**src/rtl/vga_sync_monitor.sv**
```systemverilog
// -----------------------------------------------------------------------------
// vga_sync_monitor
//   Receive-side checker for an HSync/VSync timing generator. Synchronises the
//   incoming HSync pulse and VSync level, measures the line period (clocks) and
//   the frame height (lines), tracks lock to the nominal timing and exports the
//   recovered x/y position for downstream pixel logic.
//
// Ports
//   clk, rst          system clock, synchronous active-high reset
//   hsync_in          HSync, one-clock high pulse per line
//   vsync_in          VSync level, falling edge marks frame start
//   line_strobe       1-cycle pulse per accepted HSync rising edge
//   frame_strobe      1-cycle pulse per VSync falling edge
//   x_pos, y_pos      clocks since last line / lines since last frame
//   line_period       last measured line period (clocks)
//   frame_lines       last measured lines per frame
//   locked            timing within tolerance for LOCK_FRAMES frames
//   err_h, err_v      sticky out-of-tolerance line / frame seen while locked
//   no_signal         no HSync for 2*HPER_NOM clocks
// -----------------------------------------------------------------------------
module vga_sync_monitor #(
  parameter int HPER_NOM    = 3175,
  parameter int HPER_TOL    = 16,
  parameter int LINES_NOM   = 512,
  parameter int LINES_TOL   = 2,
  parameter int LOCK_FRAMES = 2,
  parameter int CNT_W       = 15,
  parameter int LN_W        = 10
) (
  input  logic             clk,
  input  logic             rst,
  input  logic             hsync_in,
  input  logic             vsync_in,
  output logic             line_strobe,
  output logic             frame_strobe,
  output logic [CNT_W-1:0] x_pos,
  output logic [LN_W-1:0]  y_pos,
  output logic [CNT_W-1:0] line_period,
  output logic [LN_W-1:0]  frame_lines,
  output logic             locked,
  output logic             err_h,
  output logic             err_v,
  output logic             no_signal
);

  typedef enum logic [1:0] {SEARCH, ACQUIRE, LOCKED} state_t;

  localparam logic [CNT_W-1:0] CNT_ONE = CNT_W'(1);
  localparam logic [LN_W-1:0]  LN_ONE  = LN_W'(1);
  localparam logic [CNT_W-1:0] TMO_M1  = CNT_W'(2 * HPER_NOM - 1);
  localparam logic [3:0]       LOCK_N  = 4'(LOCK_FRAMES);

  function automatic logic [CNT_W-1:0] sat_inc_cnt(input logic [CNT_W-1:0] v);
    return (&v) ? v : v + CNT_ONE;
  endfunction

  function automatic logic [LN_W-1:0] sat_inc_ln(input logic [LN_W-1:0] v);
    return (&v) ? v : v + LN_ONE;
  endfunction

  function automatic logic in_tol(input int v, input int nom, input int tol);
    return (v >= nom - tol) && (v <= nom + tol);
  endfunction

  state_t           r_state;
  logic             r_hs_p0, r_hs_p1, r_hs_p2;
  logic             r_vs_p0, r_vs_p1, r_vs_p2;
  logic             r_started;    // a line strobe has been seen since SEARCH entry
  logic             r_frame_bad;  // current frame contained a bad line
  logic [3:0]       r_good_cnt;

  logic             w_line_evt, w_frame_evt;
  logic [CNT_W-1:0] w_period;
  logic [LN_W-1:0]  w_lines_end;
  logic             w_line_bad, w_lines_ok, w_frame_good, w_timeout;
  logic [3:0]       w_good_nxt;

  // p1 vs p2 comparison: edge detect on the synchronised inputs
  assign w_line_evt  = r_hs_p1 & ~r_hs_p2;
  assign w_frame_evt = ~r_vs_p1 & r_vs_p2;
  assign w_period    = sat_inc_cnt(x_pos);
  // The first strobe after SEARCH entry only starts timing
  assign w_line_bad  = w_line_evt & r_started & ~in_tol(int'(w_period), HPER_NOM, HPER_TOL);
  // A line closing in the same cycle as the frame edge belongs to the ending frame
  assign w_lines_end = w_line_evt ? sat_inc_ln(y_pos) : y_pos;
  assign w_lines_ok  = in_tol(int'(w_lines_end), LINES_NOM, LINES_TOL);
  assign w_frame_good = w_lines_ok & ~r_frame_bad & ~w_line_bad;
  assign w_timeout   = ~w_line_evt & (x_pos == TMO_M1);
  assign w_good_nxt  = r_good_cnt + 4'd1;

  always_ff @(posedge clk) begin
    if (rst) begin
      r_state      <= SEARCH;
      r_hs_p0      <= 1'b0;
      r_hs_p1      <= 1'b0;
      r_hs_p2      <= 1'b0;
      r_vs_p0      <= 1'b0;
      r_vs_p1      <= 1'b0;
      r_vs_p2      <= 1'b0;
      r_started    <= 1'b0;
      r_frame_bad  <= 1'b0;
      r_good_cnt   <= '0;
      line_strobe  <= 1'b0;
      frame_strobe <= 1'b0;
      x_pos        <= '0;
      y_pos        <= '0;
      line_period  <= '0;
      frame_lines  <= '0;
      locked       <= 1'b0;
      err_h        <= 1'b0;
      err_v        <= 1'b0;
      no_signal    <= 1'b0;
    end else begin
      // p0/p1: synchroniser, p2: edge-detect history
      r_hs_p0 <= hsync_in;
      r_hs_p1 <= r_hs_p0;
      r_hs_p2 <= r_hs_p1;
      r_vs_p0 <= vsync_in;
      r_vs_p1 <= r_vs_p0;
      r_vs_p2 <= r_vs_p1;

      // strobe stage: position counters and measurements
      line_strobe  <= w_line_evt;
      frame_strobe <= w_frame_evt;
      x_pos        <= w_line_evt ? '0 : sat_inc_cnt(x_pos);

      if (w_line_evt) begin
        line_period <= w_period;
        r_started   <= 1'b1;
        no_signal   <= 1'b0;
      end

      if (w_frame_evt) begin
        frame_lines <= w_lines_end;
        y_pos       <= '0;
        r_frame_bad <= 1'b0;
      end else begin
        if (w_line_evt) y_pos <= sat_inc_ln(y_pos);
        if (w_line_bad) r_frame_bad <= 1'b1;
      end

      case (r_state)
        SEARCH: begin
          if (w_frame_evt) begin
            r_state    <= ACQUIRE;
            r_good_cnt <= '0;
          end
        end
        ACQUIRE: begin
          if (w_frame_evt) begin
            if (w_frame_good) begin
              r_good_cnt <= w_good_nxt;
              if (w_good_nxt >= LOCK_N) begin
                r_state <= LOCKED;
                locked  <= 1'b1;
              end
            end else begin
              r_good_cnt <= '0;
            end
          end else if (w_line_bad) begin
            r_good_cnt <= '0;
          end
        end
        LOCKED: begin
          if (w_line_bad) err_h <= 1'b1;
          if (w_frame_evt && !w_lines_ok) err_v <= 1'b1;
          if (w_line_bad || (w_frame_evt && !w_lines_ok)) begin
            r_state    <= ACQUIRE;
            locked     <= 1'b0;
            r_good_cnt <= '0;
          end
        end
        default: r_state <= SEARCH;
      endcase

      // Loss of HSync overrides everything and restarts acquisition
      if (w_timeout) begin
        no_signal  <= 1'b1;
        r_state    <= SEARCH;
        locked     <= 1'b0;
        y_pos      <= '0;
        r_started  <= 1'b0;
        r_good_cnt <= '0;
      end
    end
  end

endmodule

```
**config.mk**
```make
export PLATFORM = sky130hd
export DESIGN_NAME = vga_sync_monitor
export DESIGN_NICKNAME = d
export VERILOG_FILES = /design/src/rtl/vga_sync_monitor.sv
export SDC_FILE = /design/constraint.sdc
export NUM_CORES = 1
export LEC_CHECK = 0
export CAP_MARGIN = 15
export CORE_ASPECT_RATIO = 0.5
export CORE_UTILIZATION = 37
export DETAILED_ROUTE_END_ITERATION = 10
export HOLD_SLACK_MARGIN = 0.05
export PLACE_DENSITY = 0.67
export SYNTH_ARGS = -nofsm -noshare
export SYNTH_HDL_FRONTEND = slang
export SYNTH_SLANG_ARGS = --single-unit
```
**constraint.sdc**
```tcl
create_clock -name clk -period 6.3 [get_ports clk]
set_input_delay 0.945 -clock clk [delete_from_list [all_inputs] [get_ports clk]]
set_output_delay 0.945 -clock clk [all_outputs]
set_load 0.01 [all_outputs]
```
==> flow_summary_export.csv, run 1 <==
group,metric,value,unit
timing,timing.clock.skew,0.004868,ns
clocking,cts_tree,"yes",
global_route,grt_first_pass_wirelength,13040,um
synthesis,netlist_instances,393,
timing,timing.fmax,302.3,MHz
placement,io_buffer_count,59,
timing,final-setup-viol-count,0,
synthesis,ys_seq_elements,70,
global_route,grt_pass1_vias,2625,
power_and_ir_drop,vdd_drop_max,0.1269,mV
synthesis,ys.warnings.count,0,
synthesis,synth_enable_flop_cells,0,
timing,hold_violations,0,
timing,max_slew.worst_pin.slew,0.7647,ns
global_route,number_of_antenna_violations_at_the_first_check_in_global_routing,0,
clocking,tritoncts.num_buffers,9,
cells_and_area,areaGrowthSynthToFinish,27.34,%
floorplanning,row_count,23,
cells_and_area,layout.nets,451,
cells_and_area,nFillCells,804,
worst_setup_path,critical_path_fanout_max,12,
global_route,grt_overflow_total,0,
global_route,grt_max_degree,37,
placement,finalWeightedCongestion,0.8559,
floorplanning,floorplan_core_area,8288,um2
clocking,clk_pin_slew,0.05,ns
route,final_wl,7963,um
synthesis,synth_cell_types,61,
synthesis,async_reset_ff_share,0,%
clocking,cts-hold-fix-buffers,0,
timing,rsz0062_at_grt,"false",
power_and_ir_drop,power_density,225.5,nW/um2
synthesis,synth.cell_area,3282,um2
outcome,status,"finished clean",
cells_and_area,drive_above_1_share,5.618,%
worst_setup_path,critical_path_required,6.50,ns
worst_setup_path,setup.worst_path.class,"register to register",
route,vias,2935,
route,drt_drc_violations_left,0,
cells_and_area,n_antenna_cell,0,
worst_setup_path,cp.arrival,3.51,ns
route,wl_per_cell,14.30,um
synthesis,post-synth-top-area-cell,"dfxtp_1",
power_and_ir_drop,power_leakage,0.001486,uW
clocking,clock_tree.htree_level_count,3,
timing,min_period,3.308,ns
clocking,clock_sink_count,70,
route,detail_route.vias_per_cell,5.269,
timing,timing.setup.tns,0,ns
clocking,clock_insertion_delay_worst_skew,0.33,ns
synthesis,netlist.area_leader.share,42.70,%
placement,dp_slack,3.044,ns
global_route,grt_usage,18.57,%
clocking,cts_resized,0,
synthesis,synth-main-ff-cell,"dfxtp_1",
hold_path,hold_path.class,"register to register",
route,detailedRoute.firstIterationViolations,254,
run,cap_violations,0,
cells_and_area,post-route-cell-area,4179,um2
clocking,postCtsSetupRepairBufs,0,
synthesis,ranking_of_synthesized_cells_by_area,"dfxtp_1 43%, nor2_1 7.4%, a21oi_1 4.4%",
worst_setup_path,end_kind,"register",
synthesis,synth_fp_nets,402,
route,firstDrtPassIters,5,
placement,detailedPlacementHpwl,5683,um
floorplanning,die_area,9273,um2
synthesis,sequential_element_share_of_the_synthesized_area,42.70,%
placement,place_area,3923,um2
floorplanning,initial_utilization,39.60,%
timing,final_critical_path_setup_slack,2.992,ns
timing,final.period_utilization,52.50,%
cells_and_area,combined_area_of_the_multi_input_logic_cells,1734,um2
floorplanning,design.portCount,60,
synthesis,synthMostInstantiatedCell,"dfxtp_1",
synthesis,synthTopCellsByCount,"70 x dfxtp_1, 65 x nor2_1, 29 x a21oi_1",
worst_setup_path,timing.critical_path.from_type,"register",
floorplanning,die_height,68.60,um
route,postRouteAntennaNets,0,
clocking,clock_tree.buffer_depth,2,
clocking,clock_tree.root_cell,"clkbuf_16",
cells_and_area,postLayoutCoreUtil,50.42,%
floorplanning,dieWidth,135.2,um
synthesis,syn_avg_cell_area,8.351,um2
cells_and_area,layout.area.seq,1401,um2
timing,max-slew-margin-rel,49.02,%
timing,timing.final.max_slew_violations,0,
[cells by family after synthesis]
kind of cell	Yosys count	share of synthesized area, %
buffers and inverters	34	4.460
flip-flops	70	42.70
XOR/XNOR	11	2.936
multiplexers	9	2.745
AND/OR/NAND/NOR	177	27.49
adder cells (fa/ha/maj)	5	1.906
AO/OA/AOI/OAI	87	17.77
[per-stage QoR]
step,hold WS (ns),power (uW),cells
after floorplan,0.4138,492.9,393
after global placement,0.4173,511.5,543
after detailed placement,0.4268,511.8,543
after CTS,0.4395,956.5,557
after global routing,0.4619,982.9,557
final,0.4345,942.4,557
[per-layer routing]
metal	up-vias	wire length [um]	track usage [%]
met5	-	0	0
met4	0	104	6.039
met3	13	509	6.506
met2	97	3413	29.49
met1	1331	3936	23.79
li1	1494	-	-
[worst paths after layout]
kind / cells after the start / start / to / slack [ns]
setup reg to reg: 9 / x_pos[0]$_SDFF_PP0_ / r_good_cnt[0]$_SDFFE_PP0P_ / 2.99
hold / removal: 1 / r_hs_p0$_SDFF_PP0_ / r_hs_p1$_SDFF_PP0_ / 0.43
hold reg to reg: 1 / r_hs_p0$_SDFF_PP0_ / r_hs_p1$_SDFF_PP0_ / 0.43
setup / recovery: 9 / x_pos[0]$_SDFF_PP0_ / r_good_cnt[0]$_SDFFE_PP0P_ / 2.99
[layout make-up]
cell class,count,share of cell area [%]
multi-input combinational,289,41.50
tap,112,3.353
clock inverter,2,0.2395
inverter,11,0.9880
sequential,70,33.53
timing repair buffer,61,14.49
clock buffer,12,5.898
[sequential cells by signal, summed over array words and instances, names as in the netlist, 2 cells and up]
register	count
r_good_cnt	4
r_state	2
x_pos	15
y_pos	10
line_period	15
frame_lines	10
[worst max-delay path, cell delays in order, from the launching register on]
cell and delay [ns]:
dfxtp_1 0.47, ha_1 0.24, and3_1 0.29, nand4_1 0.50
mux2i_1 0.25, a2111oi_0 0.64, o311a_4 0.29, nor2_1 0.05
a21oi_1 0.32, mux2i_1 0.12
[power by group]
group / total (uW) / internal, uW / switching (uW)
Sequential: 457 / 450 / 6.78
Combinational: 45.4 / 20.0 / 25.4
Clock: 440 / 271 / 169
[cell usage in the layout (no fill, tap or decap), types with 3 or more instances in the layout]
master	instances
dfxtp_1	70
nor2_1	65
clkdlybuf4s50_1	59
a21oi_1	29
nand2_1	22
nand3_1	14
inv_1	11
o21ai_0	11
a211oi_1	11
nor3_1	10
and3_1	10
nor2b_1	10
mux2i_1	9
xnor2_1	9
clkbuf_16	9
a31oi_1	7
nand2b_1	6
nand4_1	6
and2_1	6
nor4_1	6
or3_1	5
ha_1	5
a21o_1	4
or2_2	3
(Power assumes the default switching activity.)
==> run 2: changes to the inputs <==
Settings changed: PLACE_DENSITY 0.67 to 0.69.
Clock period 6.3 ns to 3 ns, I/O delays scaled along.
==> run 2 against run 1 <==
- fmax grew 13%
- sequential power is 110% higher
- worst hold slack gained 0.0047 ns
- combinational power up 140%
- largest power group is now clock
- register-to-register slack got worse by 2.9 ns
- critical path type unchanged
- non-clock buffer count increased by 22
==> flow_summary_export.csv, run 2 (same netlist as run 1, synthesis figures left out) <==
group,metric,value,unit
outcome,status,"finished clean",
global_route,grt_pass1_vias,2806,
worst_setup_path,critical_path_fanout_max,9,
timing,final.period_utilization,97.22,%
cells_and_area,areaGrowthSynthToFinish,35.07,%
global_route,global_route.peak_usage_layer,"met2",
worst_setup_path,worstPathCellList,"and3_1 > nand4_1 > a221oi_1 > a2111oi_0 > buf_4 > o311a_4 > or4b_4 > a21o_1 > o21ai_2",
power_and_ir_drop,vdd_drop_max,0.2885,mV
power_and_ir_drop,pwr-share-clk,52.3,%
floorplanning,floorplan_core_area,8288,um2
floorplanning,design.portCount,60,
route,detail_route.vias_per_cell,5.265,
timing,hold_violations,0,
power_and_ir_drop,power_leakage,0.001631,uW
floorplanning,row_count,23,
power_and_ir_drop,sw_frac_of_total,19.77,%
floorplanning,die_height,68.60,um
global_route,grt_usage,19.60,%
floorplanning,initial_utilization,39.60,%
clocking,clock_tree.root_cell,"clkbuf_16",
route,postRouteAntennaNets,0,
worst_setup_path,crit_buf_inv,1,
timing,max_slew.worst_pin.slew,0.6202,ns
clocking,clock_insertion_delay_worst_skew,0.33,ns
global_route,grt_overflow_total,0,
power_and_ir_drop,report.power.total,2227,uW
clocking,clock_sink_count,70,
power_and_ir_drop,seq_power_share,42.8,%
timing,final-setup-viol-count,0,
route,wl_per_cell,14.29,um
clocking,clk_pin_slew,0.05,ns
worst_setup_path,critPathTopFamily,"simple AND/OR/NAND/NOR gates",
worst_setup_path,slowest_stage_delay_cp,0.56,ns
cells_and_area,final_cell_mix,"70 x dfxtp_1, 65 x nor2_1, 59 x clkdlybuf4s50_1",
global_route,grt_max_degree,36,
floorplanning,die_area,9273,um2
global_route,grt_first_pass_wirelength,13640,um
power_and_ir_drop,power_density,502.3,nW/um2
route,drt_drc_violations_left,0,
route,final_wl,8301,um
worst_setup_path,timing.critical_path.from_type,"register",
timing,rsz0062_at_grt,"true",
cells_and_area,n_antenna_cell,0,
worst_setup_path,cp.arrival,3.18,ns
cells_and_area,layout.nets,473,
timing,timing.clock.skew,0.005778,ns
clocking,clock_tree.htree_level_count,3,
placement,io_buffer_count,59,
global_route,grt_util_met2,30.71,%
power_and_ir_drop,p_int,1786,uW
clocking,clock_tree.buffer_depth,2,
worst_setup_path,end_kind,"register",
cells_and_area,largestRegisters,"line_period (15), x_pos (15)",
placement,finalWeightedCongestion,0.9366,
hold_path,hold_path.class,"register to register",
cells_and_area,drive_above_1_share,11.51,%
timing,min_period,2.917,ns
clocking,tritoncts.num_buffers,9,
route,vias,3059,
run,cap_violations,0,
global_route,use_met3,6.579,%
global_route,global_route.usage.met1,25.06,%
route,detailedRoute.firstIterationViolations,127,
cells_and_area,postLayoutCoreUtil,53.49,%
clocking,cts_tree,"yes",
worst_setup_path,slowest_stage,"or4b_4",
floorplanning,dieWidth,135.2,um
global_route,number_of_antenna_violations_at_the_first_check_in_global_routing,0,
cells_and_area,layout.cells.most_common,"dfxtp_1",
worst_setup_path,setup.worst_path.class,"register to register",
worst_setup_path,critical_path_required,3.27,ns
power_and_ir_drop,pwr-share-comb,4.9,%
timing,timing.final.max_slew_violations,0,
timing,timing.fmax,342.9,MHz
power_and_ir_drop,netSwitchingPower,440.3,uW
route,firstDrtPassIters,5,
timing,max-slew-margin-rel,58.57,%
placement,detailedPlacementHpwl,6018,um
==> run 2: cell types whose count changed in the layout (fill, tap and decap cells not counted), sizes merged <==
cell    delta
buf       +22
clkbuf     +1
clkinv     -1
bufinv     +2
==> run 2: area by class of cell <==
type	instances	area [um2]
well taps	112	140.1
clock buffers	13	270.3
multi-input cells	289	1744
repair buffers	83	770.7
inverters	11	41.29
flip-flops and latches	70	1401
clock inverters	3	65.06
fillers	791	3855
==> run 2: repair_timing <==
item,4_1_cts,5_1_grt
buffers inserted,0,1
endpoints found under the setup margin,0,5
resized for setup,0,4
hold buffers,0,0
==> run 2: worst reg2reg max path: stages (launching register included) <==
cell	delay, ns
dfxtp_1	0.45
and3_1	0.34
nand4_1	0.32
a221oi_1	0.34
a2111oi_0	0.12
buf_4	0.16
o311a_4	0.34
or4b_4	0.56
a21o_1	0.18
o21ai_2	0.04
==> run 2: path summary, 6_finish.rpt <==
check,endpoint,from,slack [ns],depth (start not counted)
max reg2reg,r_good_cnt[2]$_SDFFE_PP0P_,x_pos[12]$_SDFF_PP0_,0.08,9
min,r_hs_p1$_SDFF_PP0_,r_hs_p0$_SDFF_PP0_,0.44,1
max,r_good_cnt[2]$_SDFFE_PP0P_,x_pos[12]$_SDFF_PP0_,0.08,9
min reg2reg,r_hs_p1$_SDFF_PP0_,r_hs_p0$_SDFF_PP0_,0.44,1
==> run 2: layer usage <==
metal	wire length, um	vias to the layer above
met1	4098	1406
li1	-	1551
met2	3523	100
met5	0	-
met3	645	2
met4	34	0
==> run 2: power groups by stage <==
stage               Clock (uW)  Combinational, uW  Sequential (uW)
floorplan                    0               54.8              980
global placement             0                108              973
detailed placement           0                108              973
CTS                       1190                108              953
global route              1240                120              955
finish                    1170                108              954
==> run 2: stage by stage <==
step	setup TNS, ns	setup slack (ns)	cell area (um2)	instances	hold WS [ns]
2_1_floorplan	0	0.07763	3282	393	0.4138
3_3_place_gp	0	0.1728	4080	564	0.4199
3_5_place_dp	0	0.08405	4080	564	0.4324
4_1_cts	0	0.06556	4415	580	0.4442
5_1_grt	-0.05996	-0.04699	4433	581	0.4635
6_report	0	0.08333	4433	581	0.4392
==> run 3: changes to the inputs <==
--- a/config.mk
+++ b/config.mk
@@ -13,2 +13,3 @@
 export PLACE_DENSITY = 0.69
+export SETUP_SLACK_MARGIN = 0.2
 export SYNTH_ARGS = -nofsm -noshare
==> constraint.sdc (replaced) <==
create_clock -name clk -period 3 [get_ports clk]
set_input_delay 0.6 -clock clk [delete_from_list [all_inputs] [get_ports clk]]
set_output_delay 0.6 -clock clk [all_outputs]
set_load 0.01 [all_outputs]
==> run 3 against run 2 <==
- design area is 1.8% higher
- first-iteration DRC count is 62% higher
- clock power is 9% lower
- sequential share of layout area is 0.24 points lower
- total power is 4.5% lower
- non-clock buffer count is 1 higher
==> flow_summary_export.csv, run 3 (same netlist as run 1, synthesis figures left out) <==
group,metric,value,unit
outcome,status,"finished clean",
floorplanning,dieWidth,135.2,um
worst_setup_path,setup.worst_path.class,"register to register",
clocking,clock_sink_count,70,
timing,final.period_utilization,90.93,%
power_and_ir_drop,vdd_drop_max,0.3534,mV
worst_setup_path,cp_dominant_cell_by_count,"buf_4",
placement,place_area,4075,um2
timing,max_slew.worst_pin.slew,0.6212,ns
timing,timing.final.max_slew_violations,0,
clocking,cts-hold-fix-buffers,0,
hold_path,hold_path.class,"register to register",
worst_setup_path,critical_path_fanout_max,6,
global_route,grt_pass1_vias,2855,
global_route,number_of_antenna_violations_at_the_first_check_in_global_routing,0,
route,detailedRoute.firstIterationViolations,206,
route,wl_per_cell,14.88,um
clocking,tritoncts.num_buffers,9,
cells_and_area,largestRegisters,"line_period (15), x_pos (15)",
cells_and_area,nFillCells,790,
floorplanning,die_height,68.60,um
placement,io_buffer_count,59,
timing,timing.fmax,366.6,MHz
worst_setup_path,slowest_stage,"or4b_4",
power_and_ir_drop,power_leakage,0.001640,uW
route,postRouteAntennaNets,0,
route,final_wl,8662,um
worst_setup_path,critPathTopFamily,"simple AND/OR/NAND/NOR gates",
clocking,clock_tree.root_cell,"clkbuf_16",
cells_and_area,layout.cells.most_common,"nor2_1",
cells_and_area,drive_above_1_share,16.60,%
route,firstDrtPassIters,4,
timing,min_period,2.728,ns
timing,final-setup-viol-count,0,
placement,finalWeightedCongestion,0.9276,
worst_setup_path,slowest_stage_delay_cp,0.52,ns
floorplanning,design.portCount,60,
route,detail_route.vias_per_cell,5.342,
global_route,grt_max_degree,36,
worst_setup_path,worstPathCellList,"ha_4 > and3_4 > nand4_1 > buf_4 > mux2i_1 > a2111oi_1 > buf_4 > o311a_4 > or4b_4 > a21o_1 > o21ai_2",
worst_setup_path,end_kind,"register",
placement,detailedPlacementHpwl,6010,um
cells_and_area,n_antenna_cell,0,
clocking,clock_tree.htree_level_count,3,
global_route,grt_overflow_total,0,
route,vias,3109,
run,cap_violations,0,
floorplanning,initial_utilization,39.60,%
global_route,grt_first_pass_wirelength,13800,um
clocking,cts_tree,"yes",
floorplanning,floorplan_core_area,8288,um2
worst_setup_path,cp.arrival,3.00,ns
floorplanning,row_count,23,
clocking,clk_pin_slew,0.06,ns
timing,timing.setup.tns,0,ns
timing,hold_violations,0,
worst_setup_path,timing.critical_path.from_type,"register",
global_route,grt_usage,19.62,%
floorplanning,die_area,9273,um2
route,drt_drc_violations_left,0,
power_and_ir_drop,power_density,470.9,nW/um2
cells_and_area,final_cell_mix,"65 x nor2_1, 62 x dfxtp_1, 59 x clkdlybuf4s50_1",
timing,max-slew-margin-rel,58.21,%
cells_and_area,areaGrowthSynthToFinish,37.55,%
timing,timing.clock.skew,0.007105,ns
clocking,clock_insertion_delay_worst_skew,0.33,ns
worst_setup_path,critical_path_required,3.27,ns
timing,rsz0062_at_grt,"true",
clocking,clock_tree.buffer_depth,2,
cells_and_area,layout.nets,474,
cells_and_area,post-route-cell-area,4514,um2
worst_setup_path,crit_buf_inv,2,
## run 3: cell count changes in the layout (fill, tap and decap cells not counted), sizes merged
cell,before,now
clkbuf,13,11
bufinv,2,0
clkinv,1,5
buf,24,25
## run 3: timing repair
item,in CTS,in global routing
endpoints found under the setup margin,5,7
gates resized for setup,6,21
setup buffers,4,1
pin swaps,3,2
## run 3: path summary, 6_finish.rpt
check	from	endpoint	slack [ns]	cells after the start
worst min register to register	r_hs_p0$_SDFF_PP0_	r_hs_p1$_SDFF_PP0_	0.44	1
worst max register to register	x_pos[0]$_SDFF_PP0_	r_good_cnt[2]$_SDFFE_PP0P_	0.27	11
worst min-delay path	r_hs_p0$_SDFF_PP0_	r_hs_p1$_SDFF_PP0_	0.44	1
worst max-delay path	x_pos[0]$_SDFF_PP0_	r_good_cnt[2]$_SDFFE_PP0P_	0.27	11
## run 3: routing by layer
layer | up-vias | GRT usage (%) | routed length (um)
li1 | 1552 | - | -
met1 | 1437 | 25.17 | 4097
met2 | 103 | 31.47 | 3766
met3 | 17 | 5.921 | 650
met4 | 0 | 7.444 | 147
met5 | - | 0 | 0
## run 3: layout make-up
class,count,area [um2],share of cell area [%]
Clock buffer,11,275.3,6.098
Clock inverter,5,28.78,0.6375
Inverter,11,41.29,0.9146
Multi-Input combinational cell,289,1834,40.63
Sequential cell,70,1416,31.37
Tap cell,112,140.1,3.104
Timing Repair Buffer,84,778.2,17.24
## run 3: report_power, final
group	internal, uW	switching [uW]
logic	50.6	62.2
clock network	655	403
registers	944	10.6
## run 3: metrics by stage
stage | util (%) | cells | power (uW) | hold WS, ns | setup slack [ns]
CTS | 53.49 | 581 | 2144 | 0.4424 | 0.2098
floorplan | - | 393 | 1035 | 0.4138 | 0.2088
global placement | 49.17 | 561 | 1077 | 0.4316 | 0.09663
global route | 54.47 | 582 | 2201 | 0.4614 | 0.1517
finish | 54.47 | 582 | 2126 | 0.4357 | 0.2720
detailed placement | 49.17 | 561 | 1079 | 0.4254 | 0.04653
